`config.mk`:
```
export PLATFORM = sky130hd
export DESIGN_NAME = mem_port_arbiter
export DESIGN_NICKNAME = d
export VERILOG_FILES = /design/src/rtl/mem_port_arbiter.sv
export SDC_FILE = /design/constraint.sdc
export NUM_CORES = 1
export LEC_CHECK = 0
export CORE_ASPECT_RATIO = 1.5
export CORE_MARGIN = 2
export CORE_UTILIZATION = 30
export CTS_CLUSTER_SIZE = 12
export DETAILED_ROUTE_END_ITERATION = 8
export PLACE_DENSITY = 0.57
export SLEW_MARGIN = 20
export SYNTH_ARGS = -nofsm -noshare
export SYNTH_HDL_FRONTEND = slang
export SYNTH_SLANG_ARGS = --single-unit
```
`constraint.sdc`:
```
create_clock -name clk -period 3.7 [get_ports clk]
set_input_delay 0.74 -clock clk [delete_from_list [all_inputs] [get_ports clk]]
set_output_delay 0.74 -clock clk [all_outputs]
set_load 0.02 [all_outputs]
```
`src/rtl/mem_port_arbiter.sv`:
```
// rtl/mem_port_arbiter.sv - shares one single-port memory between instruction fetch and data load/store
module mem_port_arbiter #(
    parameter int AW       = 32,
    parameter int DW       = 32,
    parameter int MEM_LAT  = 2,
    parameter int MAX_WAIT = 3
) (
    input  logic          clk,
    input  logic          reset,
    input  logic          if_req,
    input  logic [AW-1:0] if_addr,
    output logic          if_gnt,
    output logic          if_rvalid,
    output logic [DW-1:0] if_rdata,
    input  logic          d_req,
    input  logic          d_we,
    input  logic [AW-1:0] d_addr,
    input  logic [DW-1:0] d_wdata,
    output logic          d_gnt,
    output logic          d_rvalid,
    output logic [DW-1:0] d_rdata,
    output logic          d_done,
    output logic          mem_en,
    output logic          mem_we,
    output logic [AW-1:0] mem_addr,
    output logic [DW-1:0] mem_wdata,
    input  logic [DW-1:0] mem_rdata,
    output logic          busy
);

    typedef enum logic [1:0] {IDLE, ISSUE, WAIT, DONE} state_t;

    state_t     state;
    state_t     state_nxt;
    logic       win_d;
    logic       win_we;
    logic [3:0] lat_cnt;
    logic [3:0] wait_cnt;
    logic       arb;
    logic       pick_d;
    logic       any_req;
    logic       lat_hit;

    always_ff @(posedge clk) begin
        if (reset) begin
            state <= IDLE;
        end else begin
            state <= state_nxt;
        end
    end

    // Data wins a contested arbitration unless fetch has already lost MAX_WAIT in a row.
    always_comb begin
        arb       = (state == IDLE) || (state == DONE);
        any_req   = if_req || d_req;
        pick_d    = d_req && (!if_req || (wait_cnt != 4'(MAX_WAIT)));
        lat_hit   = (lat_cnt == 4'(MEM_LAT));
        state_nxt = state;
        case (state)
            IDLE, DONE: state_nxt = any_req ? ISSUE : IDLE;
            ISSUE:      state_nxt = win_we ? DONE : WAIT;
            WAIT:       state_nxt = lat_hit ? DONE : WAIT;
            default:    state_nxt = IDLE;
        endcase
    end

    always_ff @(posedge clk) begin
        if (reset) begin
            win_d     <= 1'b0;
            win_we    <= 1'b0;
            lat_cnt   <= 4'd0;
            wait_cnt  <= 4'd0;
            mem_addr  <= '0;
            mem_wdata <= '0;
            if_rdata  <= '0;
            d_rdata   <= '0;
        end else begin
            if (arb && any_req) begin
                win_d     <= pick_d;
                win_we    <= pick_d && d_we;
                mem_addr  <= pick_d ? d_addr : if_addr;
                mem_wdata <= pick_d ? d_wdata : '0;
            end
            if (arb) begin
                if (!if_req || !pick_d) begin
                    wait_cnt <= 4'd0;
                end else if (wait_cnt != 4'(MAX_WAIT)) begin
                    wait_cnt <= wait_cnt + 4'd1;
                end
            end
            // lat_cnt counts the mem_en cycle as 1, so a hit marks the cycle mem_rdata is valid.
            if (state == ISSUE) begin
                lat_cnt <= 4'd1;
            end else if (state == WAIT) begin
                lat_cnt <= lat_cnt + 4'd1;
                if (lat_hit) begin
                    if (win_d) begin
                        d_rdata <= mem_rdata;
                    end else begin
                        if_rdata <= mem_rdata;
                    end
                end
            end
        end
    end

    assign busy      = (state != IDLE);
    assign mem_en    = (state == ISSUE);
    assign mem_we    = (state == ISSUE) && win_we;
    assign if_gnt    = (state == ISSUE) && !win_d;
    assign d_gnt     = (state == ISSUE) && win_d;
    assign if_rvalid = (state == DONE) && !win_d;
    assign d_rvalid  = (state == DONE) && win_d && !win_we;
    assign d_done    = (state == DONE) && win_d && win_we;

endmodule

```
==> metrics.yaml <==
outcome: "finished, final reports clean"
drtPass1Iterations: 4
clkTransAtPathRegs_ns: 0.06
netlist_top_cells_area: "dfxtp_1 (47%), mux2i_1 (11%), nand2b_1 (10%), a32oi_1 (4.9%), a311oi_1 (4.7%)"
timing.hold.worst.start: "if_rdata[22]$_SDFFE_PP0P_"
timing.hold.ws_ns: 0.474
io-pin-count: 269
gp_routability_congestion: 0.796
total_leakage_power_uw: 0.00351
vdd_drop_max_uv: 324
maxClockFrequency_mhz: 355
clkLatencyLatePin_ns: 0.42
die_height_um: 176
share_of_synthesized_flip_flops_with_an_asynchronous_set_or_reset_pct: 0
synth.yosys.seq_area_share_pct: 47.1
post-cts-setup-buffers: 0
postSynthCellCount: 620
cts_tree: "yes"
fin_skew_ns: 0.0130
drtIter0Drc: 227
r2r-end: "mem_addr[24]$_SDFFE_PP0P_"
critical_path.reg2reg.startpoint: "state[0]$_SDFF_PP0_"
setup.worst_path.class: "flip-flop to output pin"
setup_viol: 0
cts_repair_resize_count: 0
powerDensity_mw_per_mm2: 524
grt_util_all_layers_pct: 17.2
fin_cells: 1132
synth_area_leader_cell: "dfxtp_1"
antenna_found_initial: 1
cap_viol_max_count: 0
worst-r2r-cell-count: 6
synth_enable_flop_cells: 0
crit_path_top_delay_cell: "clkdlybuf4s50_1"
synthTopCellsByCount: "dfxtp_1 (140), nand2b_1 (96), nor2_1 (70)"
slowest_delay_ns: 0.62
critical_path_peak_fanout: 11
worst-endpoint-arrival_ns: 2.08
ys_types: 37
critical_path.cell_chain: "inv_1 > ha_1 > and2_1 > clkdlybuf4s50_1"
hold_path_depth: 2
h-tree-depth: 4
period_minus_slack_ns: 2.82
post_cts_hold_buffer_count: 0
synth_area_mm2: 0.00594
setup.worst_path.start_class: "flip-flop"
wl_per_cell_um: 16.2
timing.critical_path.buf_inv: 2
fillerInstances: 1816
areaGrowthSynthToFinish_pct: 58.2
mappedNetlistNets: 760
grt_first_pass_wirelength_mm: 29.1
relSlewSlack_pct: 43.8
port_buffers: 268
nNetsFinal: 999
timing_hold_violations_final: 0
post-place-cells: 1100
report.power.total_uw: 4930
r2r_setup_slack_ns: 1.58
synth_largest_type_area_fraction_pct: 47.1
whs_endpoint: "if_rdata[22]$_SDFFE_PP0P_"
coreArea_mm2: 0.0196
grt_max_degree: 138
detailed_place_hpwl_mm: 13.2
drt_wl_total_mm: 18.4
timing_worst_slew_pin_value_ns: 0.843
hold_path.class: "flip-flop to flip-flop"
cts.sink_count: 140
tns_ns: 0
detail-route-antenna-nets: 0
grt_overflow: 0
syn-mean-instance-area_um2: 9.59
timing.critical_path.required_ns: 2.96
initial_utilization_pct: 30.3
yosys_warnings: 0
path_delay_family: "buffers and inverters"
rows: 63
grt_pass1_vias: 5644
cts_root_buf: "clkbuf_16"
cts-buffers-inserted: 17
fp.dieArea_mm2: 0.0210
post_route_drc: 0
maxSlewViolCount: 0
flip_flop_cell_with_the_highest_count_after_synthesis: "dfxtp_1"
rsz_0062_raised_after_global_routing: "no"
die_x_um: 119
detail_route.vias_per_cell: 4.89
timing.critical_path.to_type: "output pin"
clockBufferDepth: 2
num_vias: 5539
layout-drive-gt1-share_pct: 5.86
fin_crit_sh_pct: 76.2
yosysMostFrequentCell: "dfxtp_1"
ys_ff_latch: 140
==> worst max-delay path by stage <==
stage | startpoint | endpoint | cells past startpoint
after floorplan | state[1]$_SDFF_PP0_ | if_gnt | 4
after global placement | d_req | mem_addr[13]$_SDFFE_PP0P_ | 5
after detailed placement | d_req | mem_addr[18]$_SDFFE_PP0P_ | 5
after CTS | state[1]$_SDFF_PP0_ | mem_we | 4
after global routing | state[1]$_SDFF_PP0_ | mem_we | 4
final | state[1]$_SDFF_PP0_ | mem_we | 4
==> power by group <==
| group | leakage (uW) | switching (uW) | internal (uW) |
|---|---|---|---|
| registers | 0.00114 | 109 | 1680 |
| clock network | 0.000301 | 666 | 1150 |
| logic | 0.00207 | 692 | 630 |
| total | 0.00351 | 1470 | 3460 |
==> per-stage QoR <==
stage / area, um2 / utilization, % / setup WS, ns
after floorplan: 5940 / - / 1.73
after global placement: 8770 / 44.7 / 0.975
after detailed placement: 8770 / 44.7 / 0.855
after CTS: 9400 / 47.9 / 0.843
after global routing: 9400 / 47.9 / 0.778
final: 9400 / 47.9 / 0.881
==> state kept, by name (all words and copies together), names as in the netlist <==
| name | cells |
|---|---|
| mem_addr | 32 |
| win_d | 1 |
| d_rdata | 32 |
| state | 2 |
| wait_cnt | 4 |
| mem_wdata | 32 |
| if_rdata | 32 |
| win_we | 1 |
| lat_cnt | 4 |
==> per-layer routing <==
layer	vias to the layer above	part of all wire, %	GRT usage (%)
met5	-	0	0
met4	0	3.0	7.79
met3	36	6.1	5.46
met2	200	51	29.7
met1	2626	40	19.2
li1	2677	-	-
==> cells by family after synthesis <==
family,after synthesis,share of synthesized area (%)
xor+xnor,2,0.295
simple gates,234,21.4
mux,64,10.8
fa+ha+maj,7,1.47
flops,140,47.1
buf+inv,65,5.39
compound gates,108,13.5
==> worst register-to-register path: stages (launching register included) <==
cell      delay [ns]
dfxtp_1         0.36
inv_1           0.07
ha_1            0.46
o21ba_2         0.52
buf_4           0.31
nor2_1          0.06
a311oi_1        0.25
==> placed cells by master, fill, tap and decap left out, types with 2 or more instances in the layout <==
master             n
nor3_1             3
a21oi_1            4
ha_1               7
nand4_1            4
nand3_1           34
and4bb_2           2
nor2_1            70
a311oi_1          32
and2_1             3
xor2_1             2
clkbuf_16         17
mux2i_1           64
inv_6              5
o21ai_0           34
a32oi_1           33
buf_4             11
bufinv_16          4
dfxtp_1          140
inv_1              5
nor2b_1            4
clkinvlp_4         2
clkdlybuf4s50_1  267
nand2b_1          96
nand2_1            7
==> area by class of cell <==
| cell class | instances | area, um2 | share of cell area (%) |
|---|---|---|---|
| antenna | 1 | 2.50 | 0.0266 |
| clock buffer | 19 | 443 | 4.71 |
| clock inverter | 12 | 184 | 1.96 |
| inverter | 5 | 18.8 | 0.200 |
| multi-input combinational | 415 | 2840 | 30.2 |
| sequential | 140 | 2800 | 29.8 |
| tap | 260 | 325 | 3.46 |
| timing repair buffer | 280 | 2790 | 29.6 |
Note: power is estimated with default switching activity, not from simulation.
